--- config.mk ---
export PLATFORM = sky130hd
export DESIGN_NAME = hazard_unit
export DESIGN_NICKNAME = d
export VERILOG_FILES = /design/src/rtl/hazard_unit.sv
export SDC_FILE = /design/constraint.sdc
export NUM_CORES = 1
export LEC_CHECK = 0
export BUFFER_PORTS_ARGS = -buffer_cell sky130_fd_sc_hd__buf_2
export CORE_AREA = 2 2 45 47
export DETAILED_ROUTE_END_ITERATION = 10
export DIE_AREA = 0 0 47 49
export PLACE_DENSITY = 0.81
export SKIP_CTS_REPAIR_TIMING = 1
export SLEW_MARGIN = 25
export SYNTH_ARGS = -nofsm -noshare
export SYNTH_HDL_FRONTEND = slang
export SYNTH_SLANG_ARGS = --single-unit
--- constraint.sdc ---
create_clock -name clk -period 2.5 [get_ports clk]
set_input_delay 0.125 -clock clk [delete_from_list [all_inputs] [get_ports clk]]
set_output_delay 0.125 -clock clk [all_outputs]
set_load 0.05 [all_outputs]
--- src/rtl/hazard_unit.sv ---
// Hazard controller for the 5-stage core: forwarding selects, load-use stall, branch flush,
// and a multi-cycle mul/div stall sequencer compiled in when MULDIV_STALL_EN is defined.
module hazard_unit #(
  parameter int MD_CYCLES = 32
) (
  input  logic       clk,
  input  logic       rst,
  input  logic [4:0] D_rs,
  input  logic [4:0] D_rt,
  input  logic       D_rt_used,
  input  logic       D_branch_taken,
  input  logic [4:0] E_rs,
  input  logic [4:0] E_rt,
  input  logic [4:0] E_wreg,
  input  logic       E_w_reg_ena,
  input  logic       E_mem_r,
  input  logic       E_md_start,
  input  logic [4:0] M_wreg,
  input  logic       M_w_reg_ena,
  input  logic [4:0] W_wreg,
  input  logic       W_w_reg_ena,
  output logic       stall_if,
  output logic       stall_id,
  output logic       stall_ex,
  output logic       flush_id,
  output logic       flush_ex,
  output logic       flush_m,
  output logic [1:0] fwd_a_sel,
  output logic [1:0] fwd_b_sel,
  output logic       md_busy,
  output logic       md_done
);

`ifdef MULDIV_STALL_EN
  localparam bit MD_EN = 1'b1;
`else
  // Without the feature the start pulse is masked, so the FSM never leaves IDLE.
  localparam bit MD_EN = 1'b0;
`endif

  localparam int CW = $clog2(MD_CYCLES);
  localparam logic [CW-1:0] CNT_LOAD = CW'(MD_CYCLES - 2);

  localparam logic [0:0] IDLE = 1'b0;
  localparam logic [0:0] BUSY = 1'b1;

  logic [0:0]    state, state_nxt;
  logic [CW-1:0] cnt, cnt_nxt;
  logic          busy, lu;

  function automatic logic [1:0] fwd_sel(
    input logic [4:0] src,
    input logic [4:0] m_wreg, input logic m_ena,
    input logic [4:0] w_wreg, input logic w_ena
  );
    if (m_ena && (m_wreg != 5'd0) && (m_wreg == src))      return 2'b10;
    else if (w_ena && (w_wreg != 5'd0) && (w_wreg == src)) return 2'b01;
    else                                                   return 2'b00;
  endfunction

  assign fwd_a_sel = fwd_sel(E_rs, M_wreg, M_w_reg_ena, W_wreg, W_w_reg_ena);
  assign fwd_b_sel = fwd_sel(E_rt, M_wreg, M_w_reg_ena, W_wreg, W_w_reg_ena);

  assign lu = E_mem_r && E_w_reg_ena && (E_wreg != 5'd0) &&
              ((E_wreg == D_rs) || (D_rt_used && (E_wreg == D_rt)));

  assign busy = (state == BUSY);

  // NOTE: every variable gets a default at the top of always_comb so no path can infer a latch.
  always_comb begin
    state_nxt = state;
    cnt_nxt   = cnt;
    if (state == IDLE) begin
      if (MD_EN && E_md_start) begin
        state_nxt = BUSY;
        cnt_nxt   = CNT_LOAD;
      end
    end else if (cnt == '0) begin
      state_nxt = IDLE;
    end else begin
      cnt_nxt = cnt - CW'(1);
    end
  end

  // NOTE: sequential state uses non-blocking assignments so all flops update together at the edge.
  always_ff @(posedge clk or negedge rst) begin
    if (!rst) begin
      state <= IDLE;
      cnt   <= '0;
    end else begin
      state <= state_nxt;
      cnt   <= cnt_nxt;
    end
  end

  // Priority: mul/div BUSY over load-use over branch flush.
  assign stall_if = busy || lu;
  assign stall_id = busy || lu;
  assign stall_ex = busy;
  assign flush_m  = busy;
  assign flush_ex = !busy && lu;
  assign flush_id = !busy && !lu && D_branch_taken;
  assign md_busy  = busy;
  assign md_done  = busy && (cnt == '0);

endmodule

==> parameters.txt, run 1 <==
Parameter                              Value

Synth
  Synthesized Nets    122
  Top-area cell type share of the netlist area    0.302
  Dominant cells by area after synthesis    xor2_1 30%, dfrtp_1 22%, xnor2_1 11%, or4_1 4.3%, nor4_1 3.6%
  Post-synth EDFFs    0
  Netlist Area Pre-Place    696 sq um
  Post-Synth Adder-Cell Area    0.0180
  Share of flip-flops with an asynchronous set or reset after synthesis    1.00
  Synth warn    0
  Main combinational cell family by area after synthesis    XOR/XNOR gates
  Post-Synthesis Mean Instance Area    9.03 sq um
  Synth cell types    23
  Complex-gate fraction of the synthesized area    0.0845
  Area share of and/or/nand/nor cells after synthesis    0.212
  Count of mapped cells out of synthesis    77
  Post-synthesis cell type with the largest combined area    xor2_1
  Portion of netlist area occupied by mux cells    0
  Sequential area share after synthesis    0.216
  Xor/xnor share of the synthesized area    0.415
  Synthesis-stage register bit count    6
  Most used DFF post-synth    dfrtp_1

STA
  Slew of the pin with the lowest slew margin    0.451 ns
  Count of endpoints failing hold in the final timing report    0
  Final-report max-slew violation count    0
  FMAX    475 MHz
  Period minus WS final    2.11 ns
  Worst Clk Skew    0.00403 ns
  Final worst slack    0.394 ns
  Slew HR    0.697
  Share of the clock period used by the worst path    0.843
  Setup violation total in the final timing report    0
  RSZ-0062 raised after global routing    no

Clock tree
  Number of sinks driven by the clock tree    6
  Clock Tree Buf Depth    2
  Number of H-tree branching levels    1
  Clock-pin slew on the worst setup and hold paths    0.05 ns
  Clock root cell    clkbuf_4
  CTS Buf Count    3
  CTS tree    yes
  Clock latency of the later-clocked register in the worst-skew pair    0.24 ns

Floorplanning
  Starting density of the core    0.378
  Ports placed on the boundary    56
  Floorplan Core Area    1840 sq um
  Die outline area    2300 sq um
  # rows    16
  Die outline width    47 um
  Die span in y    49 um

Setup path
  Arrival time at the worst endpoint    1.98 ns
  Bufs and invs on worst path    2
  Highest-delay cell along the critical path    or3b_2
  Worst EP required    2.38 ns
  Maximum single-stage delay on the critical path    0.46 ns
  Critical path, cell by cell    inv_1 > ha_1 > or3b_2 > or2_2 > nor2_1 > buf_2
  CP Launch Type    flop
  Critical path start-end classification    reg2out
  Type of element capturing the critical path    output port
  Flop-to-flop setup slack    0.84 ns
  Cell family contributing the most delay on the critical path    simple AND/OR/NAND/NOR gates
  Top fanout value on the critical path    2

GRT
  Via count of the first global-routing pass    650
  Antenna violations before repair    0
  Overflow left after global routing    0
  Maximum number of pins on one net before global-route repair    7
  First-pass GRT wire length    2500 um
  Total global routing track utilization    0.146

Route
  Average wire per cell in the routed design    10.8 um
  Number of optimization iterations in the first detailed-route pass    2
  Vias after detailed routing    736
  Initial drt markers    2
  Drt via density    4.63
  Count of antenna-violating nets left after detailed routing    0
  DRC viols    0
  Routed WL    1720 um

Power
  Combinational Power Share    0.379
  Sw Share    0.310
  Power Internal    0.207 mW
  Proportion of power drawn by flip-flops and latches    0.325
  Leakage power    0.526 nW
  Power density over the cells    297 nW/um^2
  Worst VDD drop    0.175 mV
  Clock Power Share    0.296
  Power spent charging and discharging nets    0.0928 mW

Place
  Number of port buffers    54
  Placer congestion estimate    0.773
  Place WS    0.651 ns
  Cell area after placement    977 sq um
  Detailed-placement wirelength estimate    1590 um
  Placed cell count    155

Worst hold path
  Path category of the worst min-delay check    in2async

Layout
  Antenna fix cells    0
  Final nets    179
  Area grow syn2layout    45.1%
  Share of the core filled with cells    0.548
  Post-route cell area    1010 sq um
  Final Non-Filler Cells    159
  Share of layout cells above drive strength 1    0.485

Run
  Number of max-capacitance violations reported    0

Outcome
  Outcome    finished clean
==> Yosys cell counts (2+ instances only) <==
cell      n
xnor2_1   9
o21ai_0   2
nand2_1   2
nor3_1    2
xor2_1   24
nor4_1    4
or4_1     4
buf_4     3
inv_1     4
nor4_2    2
nor2_1    2
dfrtp_1   6
o21ai_2   2
nand3_1   2
==> placed cells by master, fill, tap and decap left out <==
master         instances
clkbuf_4               3
or3b_2                 1
dlygate4sd3_1          1
inv_1                  4
xnor2_1                9
o21ai_1                1
nor4_2                 2
o21ai_0                2
nor4_1                 4
nor2_1                 2
ha_1                   1
o211a_1                1
or4_4                  1
xor2_1                24
buf_2                 54
nand2_1                2
o211ai_1               1
dfrtp_1                6
nand3_1                2
or2_2                  1
and2_1                 1
o21ai_2                2
or4_1                  4
nor3_1                 2
a32oi_1                1
==> sequential cells by signal (all words and copies together) (netlist names) <==
signal   cells
cnt          5
flush_m      1
==> worst register-to-register path, delay by kind of cell (launching register included) <==
kind                     cells  cell delay [ns]
AND/OR/NAND/NOR              3             0.91
flip-flops                   1             0.37
adder cells (fa/ha/maj)      1             0.17
buffers and inverters        1             0.09
==> per-layer routing <==
metal | up-vias | GRT usage | part of all wire
li1 | 377 | - | -
met1 | 311 | 0.140 | 0.38
met2 | 46 | 0.290 | 0.48
met3 | 2 | 0.0148 | 0.12
met4 | 0 | 0.0556 | 0.014
met5 | - | 0 | 0
==> layout make-up <==
| cell class | instances | area [sq um] |
|---|---|---|
| repair buffers | 55 | 280 |
| fillers | 193 | 832 |
| multi-input cells | 64 | 508 |
| clock buffers | 3 | 22.5 |
| well taps | 27 | 33.8 |
| inverters | 4 | 15.0 |
| flip-flops and latches | 6 | 150 |
==> power by group through the flow <==
stage | logic, mW | registers, mW | clock network, mW
floorplan | 0.0550 | 0.0989 | 0
global placement | 0.110 | 0.0989 | 0
detailed placement | 0.113 | 0.0989 | 0
CTS | 0.114 | 0.0974 | 0.0924
global route | 0.126 | 0.0972 | 0.0978
finish | 0.114 | 0.0975 | 0.0885
==> cells by family (layout without fill, tap and decap cells) <==
kind of cell    Yosys count  in the layout
fa+ha+maj                 1              1
xor+xnor                 33             33
flops                     6              6
simple gates             22             22
buf+inv                   7             62
compound gates            8              8
==> worst paths after layout <==
check                                         from                 end  cells after the start
worst max-delay path            cnt[0]$_DFFE_PN0P_             md_done                      6
worst min-delay path                           rst  cnt[2]$_DFFE_PN0P_                      2
worst max register to register  cnt[0]$_DFFE_PN0P_  cnt[4]$_DFFE_PN0P_                      5
worst min register to register  cnt[3]$_DFFE_PN0P_  cnt[3]$_DFFE_PN0P_                      1
max in group asynchronous                      rst   flush_m$_DFF_PN0_                      2
min in group clk                cnt[3]$_DFFE_PN0P_  cnt[3]$_DFFE_PN0P_                      1
==> stage by stage <==
stage / hold WS [ns] / power, mW / TNS, ns
floorplan: -0.171 / 0.154 / -0.229
global placement: -0.0497 / 0.209 / 0
detailed placement: -0.0445 / 0.212 / 0
CTS: -0.308 / 0.304 / 0
global route: 0.253 / 0.321 / 0
finish: 0.229 / 0.299 / 0
Note: power is estimated with default switching activity, not from simulation.
==> run 2, diff against run 1 <==
--- a/config.mk
+++ b/config.mk
@@ -6,10 +6,10 @@
 export NUM_CORES = 1
 export LEC_CHECK = 0
 export BUFFER_PORTS_ARGS = -buffer_cell sky130_fd_sc_hd__buf_2
-export CORE_AREA = 2 2 45 47
+export CORE_AREA = 2 2 46 48
 export DETAILED_ROUTE_END_ITERATION = 10
-export DIE_AREA = 0 0 47 49
-export PLACE_DENSITY = 0.81
+export DIE_AREA = 0 0 48 50
+export PLACE_DENSITY = 0.78
 export SKIP_CTS_REPAIR_TIMING = 1
 export SLEW_MARGIN = 25
 export SYNTH_ARGS = -nofsm -noshare
==> constraint.sdc (replaced) <==
create_clock -name clk -period 2.2 [get_ports clk]
set_input_delay 0.11 -clock clk [delete_from_list [all_inputs] [get_ports clk]]
set_output_delay 0.11 -clock clk [all_outputs]
set_load 0.05 [all_outputs]
==> parameters.txt, run 2 (synthesis results as in run 1) <==
Parameter                              Value

Outcome
  Outcome    finished clean

Setup path
  Highest-delay cell along the critical path    or3b_2
  Maximum single-stage delay on the critical path    0.47 ns (about the same)
  Worst EP required    2.09 ns (-0.29 ns)
  CP Launch Type    flop
  Top fanout value on the critical path    2 (unchanged)
  Arrival time at the worst endpoint    1.97 ns (about the same)
  Type of element capturing the critical path    output port
  Cell family contributing the most delay on the critical path    simple AND/OR/NAND/NOR gates
  Bufs and invs on worst path    2 (unchanged)
  Critical path, cell by cell    inv_1 > ha_1 > or3b_2 > or2_2 > nor2_1 > buf_2
  Critical path start-end classification    reg2out

STA
  Slew HR    0.688 (-0.00809)
  Post-Route Hold Slack    0.225 ns (-0.00469 ns)
  Setup violation total in the final timing report    0 (unchanged)
  Final-report max-slew violation count    0 (unchanged)
  Final worst slack    0.124 ns (-0.270 ns)
  Slew of the pin with the lowest slew margin    0.463 ns (+0.0120 ns)
  Period minus WS final    2.08 ns
  Count of endpoints failing hold in the final timing report    0 (unchanged)
  RSZ-0062 raised after global routing    no
  FMAX    482 MHz
  Worst Clk Skew    0.00664 ns (+0.00261 ns)
  Share of the clock period used by the worst path    0.944

Power
  Worst VDD drop    0.283 mV (+61%)
  Leakage power    0.525 nW (about the same)
  Power density over the cells    337 nW/um^2 (+14%)
  Proportion of power drawn by flip-flops and latches    0.325 (about the same)
  Power Internal    0.235 mW (+14%)
  Sw Share    0.311 (+0.000850)
  Clock Power Share    0.289 (-0.007)
  Power spent charging and discharging nets    0.106 mW (+14%)
  Combinational Power Share    0.386 (+0.007)

Layout
  Antenna fix cells    0 (unchanged)
  Flip-flop count of the largest register, all copies and words added    5 (unchanged)
  Commonest non-fill, non-tap cells in the layout    54 x buf_2, 24 x xor2_1, 9 x xnor2_1, 6 x dfrtp_1
  Area grow syn2layout    45.1% (unchanged)
  Share of layout cells above drive strength 1    0.485 (unchanged)
  Post-route cell area    1010 sq um (unchanged)
  Register area    150 sq um (unchanged)
  Final nets    179 (unchanged)
  Register with the most flip-flops    cnt
  Area taken by multi-input logic gates    508 sq um (unchanged)
  Fillers    194 (+0.52%)
  Commonest non-fill, non-tap cell in the layout    buf_2

Floorplanning
  Floorplan Core Area    1900 sq um (+3.3%)
  Die span in y    50 um (+2.0%)
  Die outline width    48 um (+2.1%)
  Ports placed on the boundary    56 (unchanged)
  # rows    16 (unchanged)
  Starting density of the core    0.366 (-0.0119)
  Die outline area    2400 sq um (+4.2%)

Clock tree
  Number of sinks driven by the clock tree    6 (unchanged)
  CTS tree    yes
  Number of H-tree branching levels    1 (unchanged)
  Clock-pin slew on the worst setup and hold paths    0.05 ns (about the same)
  Clock Tree Buf Depth    2 (unchanged)
  Clock latency of the later-clocked register in the worst-skew pair    0.24 ns (about the same)
  Clock root cell    clkbuf_4
  CTS Buf Count    3 (unchanged)

Route
  Routed WL    1780 um (+3.2%)
  Initial drt markers    3 (+1)
  Number of optimization iterations in the first detailed-route pass    2 (unchanged)
  Vias after detailed routing    771 (+4.8%)
  DRC viols    0 (unchanged)
  Count of antenna-violating nets left after detailed routing    0 (unchanged)
  Average wire per cell in the routed design    11.2 um (+3.2%)
  Drt via density    4.85 (+4.8%)

Run
  Number of max-capacitance violations reported    0 (unchanged)

GRT
  Antenna violations before repair    0 (unchanged)
  Met3 global-route usage    0.0513 (+0.0365)
  Overflow left after global routing    0 (unchanged)
  Met1 usage    0.164 (+0.0242)
  Via count of the first global-routing pass    749 (+15%)
  Met2 track demand over resource in global routing    0.304 (+0.0145)
  First-pass GRT wire length    2880 um (+15%)
  Maximum number of pins on one net before global-route repair    7 (unchanged)
  Most heavily used metal layer in global routing    met2
  Total global routing track utilization    0.164 (+0.0173)

Place
  Number of port buffers    54 (unchanged)
  Placer congestion estimate    0.805 (+4.2%)
  Detailed-placement wirelength estimate    1590 um (-0.23%)
  Place WS    0.365 ns (-0.286 ns)
  Cell area after placement    977 sq um (unchanged)

Worst hold path
  Path category of the worst min-delay check    in2async
## run 2: metal layers
layer  part of all wire  routed length [um]  vias to the layer above
li1                   -                   -                      377
met1               0.38                 670                      342
met2               0.51                 913                       48
met3              0.092                 164                        4
met4              0.017                  31                        0
met5                  0                   0                        -
## run 2: cell type report
type	instances	share of cell area
inverters	4	0.0149
well taps	27	0.0335
flip-flops and latches	6	0.149
clock buffers	3	0.0223
multi-input cells	64	0.503
repair buffers	55	0.278
## run 2: path summary, 6_finish.rpt
path                       slack (ns)  cells past startpoint               start                 end
setup / recovery                 0.12                      6  cnt[0]$_DFFE_PN0P_             md_done
hold / removal                   0.22                      2                 rst  cnt[2]$_DFFE_PN0P_
min in group clk                 0.46                      1  cnt[3]$_DFFE_PN0P_  cnt[3]$_DFFE_PN0P_
setup reg to reg                 0.53                      7  cnt[0]$_DFFE_PN0P_  cnt[2]$_DFFE_PN0P_
hold reg to reg                  0.46                      1  cnt[3]$_DFFE_PN0P_  cnt[3]$_DFFE_PN0P_
max in group asynchronous        1.82                      2                 rst  cnt[1]$_DFFE_PN0P_
## run 2: stage by stage
stage	TNS, ns	util	power (mW)	std cells
after CTS	0	0.526	0.347	158
after global routing	0	0.531	0.374	159
after global placement	0	0.514	0.238	155
after floorplan	-0.769	-	0.175	77
final	0	0.531	0.341	159
after detailed placement	0	0.514	0.242	155
## run 2: power by group through the flow
stage / Combinational [mW] / Clock, mW / Sequential (mW)
2_1_floorplan: 0.0626 / 0 / 0.112
3_3_place_gp: 0.126 / 0 / 0.112
3_5_place_dp: 0.130 / 0 / 0.112
4_1_cts: 0.130 / 0.106 / 0.111
5_1_grt: 0.144 / 0.119 / 0.110
6_report: 0.131 / 0.0985 / 0.111
==> run 3, diff against run 2 <==
--- a/config.mk
+++ b/config.mk
@@ -5,11 +5,11 @@
 export SDC_FILE = /design/constraint.sdc
 export NUM_CORES = 1
 export LEC_CHECK = 0
-export BUFFER_PORTS_ARGS = -buffer_cell sky130_fd_sc_hd__buf_2
-export CORE_AREA = 2 2 46 48
+export CORE_AREA = 2 2 39 41
 export DETAILED_ROUTE_END_ITERATION = 10
-export DIE_AREA = 0 0 48 50
-export PLACE_DENSITY = 0.78
+export DIE_AREA = 0 0 41 43
+export DONT_BUFFER_PORTS = 1
+export PLACE_DENSITY = 0.69
 export SKIP_CTS_REPAIR_TIMING = 1
 export SLEW_MARGIN = 25
 export SYNTH_ARGS = -nofsm -noshare
==> parameters.txt, run 3 (synthesis results as in run 1) <==
Parameter                              Value

Layout
  Share of layout cells above drive strength 1    0.244 (-0.241)
  Register with the most flip-flops    cnt
  Commonest non-fill, non-tap cell in the layout    xor2_1
  Commonest non-fill, non-tap cells in the layout    24 x xor2_1, 9 x xnor2_1, 7 x buf_4, 6 x dfrtp_1
  Final Non-Filler Cells    102 (-36%)
  Flip-flop count of the largest register, all copies and words added    5 (unchanged)
  Post-route cell area    815 sq um (-19%)
  Share of the core filled with cells    0.589 (+0.0577)
  Antenna fix cells    0 (unchanged)
  Final nets    133 (-26%)
  Area grow syn2layout    17.1%

Power
  Combinational Power Share    0.264 (-0.122)
  Power density over the cells    357 nW/um^2 (+6.0%)
  Total design power    0.291 mW (-15%)
  Power spent charging and discharging nets    0.0798 mW (-25%)
  Power Internal    0.211 mW (-10%)
  Proportion of power drawn by flip-flops and latches    0.380 (+0.055)
  Leakage power    0.344 nW (-35%)
  Sw Share    0.274 (-0.0367)
  Clock Power Share    0.356 (+0.067)
  Worst VDD drop    0.224 mV (-21%)

STA
  Final-report max-slew violation count    0 (unchanged)
  Slew HR    0.709 (+0.0207)
  Count of endpoints failing hold in the final timing report    0 (unchanged)
  Share of the clock period used by the worst path    0.927 (-0.0170)
  Setup violation total in the final timing report    0 (unchanged)
  Post-Route Hold Slack    0.170 ns (-0.0550 ns)
  Period minus WS final    2.04 ns (-0.0374 ns)
  RSZ-0062 raised after global routing    no
  Worst Clk Skew    0.00446 ns (-0.00218 ns)
  FMAX    490 MHz (+1.8%)
  Final total negative setup slack    0 ns (unchanged)
  Slew of the pin with the lowest slew margin    0.436 ns (-0.0267 ns)
  Final worst slack    0.161 ns (+0.0374 ns)

Floorplanning
  # rows    14 (-2)
  Starting density of the core    0.503 (+0.137)
  Floorplan Core Area    1380 sq um (-27%)
  Die outline width    41 um (-15%)
  Die outline area    1760 sq um (-27%)
  Die span in y    43 um (-14%)
  Ports placed on the boundary    56 (unchanged)

Route
  Initial drt markers    0 (-3)
  Vias after detailed routing    586 (-24%)
  Drt via density    5.75 (+18%)
  Routed WL    1450 um (-18%)
  Number of optimization iterations in the first detailed-route pass    1 (-1)
  DRC viols    0 (unchanged)
  Average wire per cell in the routed design    14.3 um (+27%)
  Count of antenna-violating nets left after detailed routing    0 (unchanged)

Setup path
  Type of element capturing the critical path    output port
  Top fanout value on the critical path    2 (unchanged)
  Critical path start-end classification    reg2out
  Bufs and invs on worst path    2 (unchanged)
  Highest-delay cell along the critical path    or3b_2
  CP Launch Type    flop
  Worst EP required    2.09 ns (about the same)
  Arrival time at the worst endpoint    1.93 ns (-0.04 ns)
  Critical path, cell by cell    inv_1 > ha_1 > or3b_2 > or2_2 > nor2_1 > buf_4
  Cell family contributing the most delay on the critical path    simple AND/OR/NAND/NOR gates
  Maximum single-stage delay on the critical path    0.47 ns (about the same)

GRT
  First-pass GRT wire length    2190 um (-24%)
  Maximum number of pins on one net before global-route repair    7 (unchanged)
  Total global routing track utilization    0.180 (+0.0161)
  Antenna violations before repair    0 (unchanged)
  Overflow left after global routing    0 (unchanged)
  Via count of the first global-routing pass    640 (-15%)

Place
  Number of port buffers    0 (-100%)
  Placed cell count    98 (-37%)
  Cell area after placement    782 sq um (-20%)
  Place WS    0.405 ns (+0.0397 ns)
  Placer congestion estimate    0.733 (-9.0%)
  Detailed-placement wirelength estimate    1310 um (-17%)

Worst hold path
  Path category of the worst min-delay check    in2async

Clock tree
  Clock latency of the later-clocked register in the worst-skew pair    0.25 ns (about the same)
  Clock root cell    clkbuf_4
  Clock-pin slew on the worst setup and hold paths    0.05 ns (about the same)
  Number of H-tree branching levels    1 (unchanged)
  CTS Buf Count    3 (unchanged)
  Number of sinks driven by the clock tree    6 (unchanged)
  Clock Tree Buf Depth    2 (unchanged)
  CTS tree    yes

Run
  Number of max-capacitance violations reported    0 (unchanged)

Outcome
  Outcome    finished clean
## run 3: cell types whose count changed in the layout (fill, tap and decap cells not counted), sizes merged
cell,before,now
buf,54,8
## run 3: power groups by stage
stage               clock network [mW]  logic (mW)  registers [mW]
CTS                              0.110      0.0743           0.111
finish                           0.104      0.0768           0.111
global route                     0.119      0.0868           0.110
floorplan                            0      0.0626           0.112
global placement                     0      0.0716           0.112
detailed placement                   0      0.0741           0.112
## run 3: worst paths after layout
kind	start	to	slack, ns	cells after the start
setup / recovery	cnt[0]$_DFFE_PN0P_	md_done	0.16	6
hold reg to reg	cnt[3]$_DFFE_PN0P_	cnt[3]$_DFFE_PN0P_	0.46	1
hold / removal	rst	cnt[2]$_DFFE_PN0P_	0.17	1
max in group asynchronous	rst	cnt[1]$_DFFE_PN0P_	1.81	1
min in group clk	cnt[3]$_DFFE_PN0P_	cnt[3]$_DFFE_PN0P_	0.46	1
setup reg to reg	cnt[0]$_DFFE_PN0P_	cnt[2]$_DFFE_PN0P_	0.53	7
## run 3: cell type report
type	instances	area [sq um]
Sequential cell	6	150
Clock buffer	3	22.5
Multi-Input combinational cell	64	524
Inverter	4	15.0
Fill cell	128	569
Timing Repair Buffer	9	82.6
Tap cell	16	20.0
## run 3: per-layer routing
layer  part of all wire  GRT usage  up-vias
li1                   -          -      284
met4              0.017     0.0600        0
met3               0.16     0.0995        7
met1               0.31      0.160      248
met5                  0          0        -
met2               0.52      0.316       47
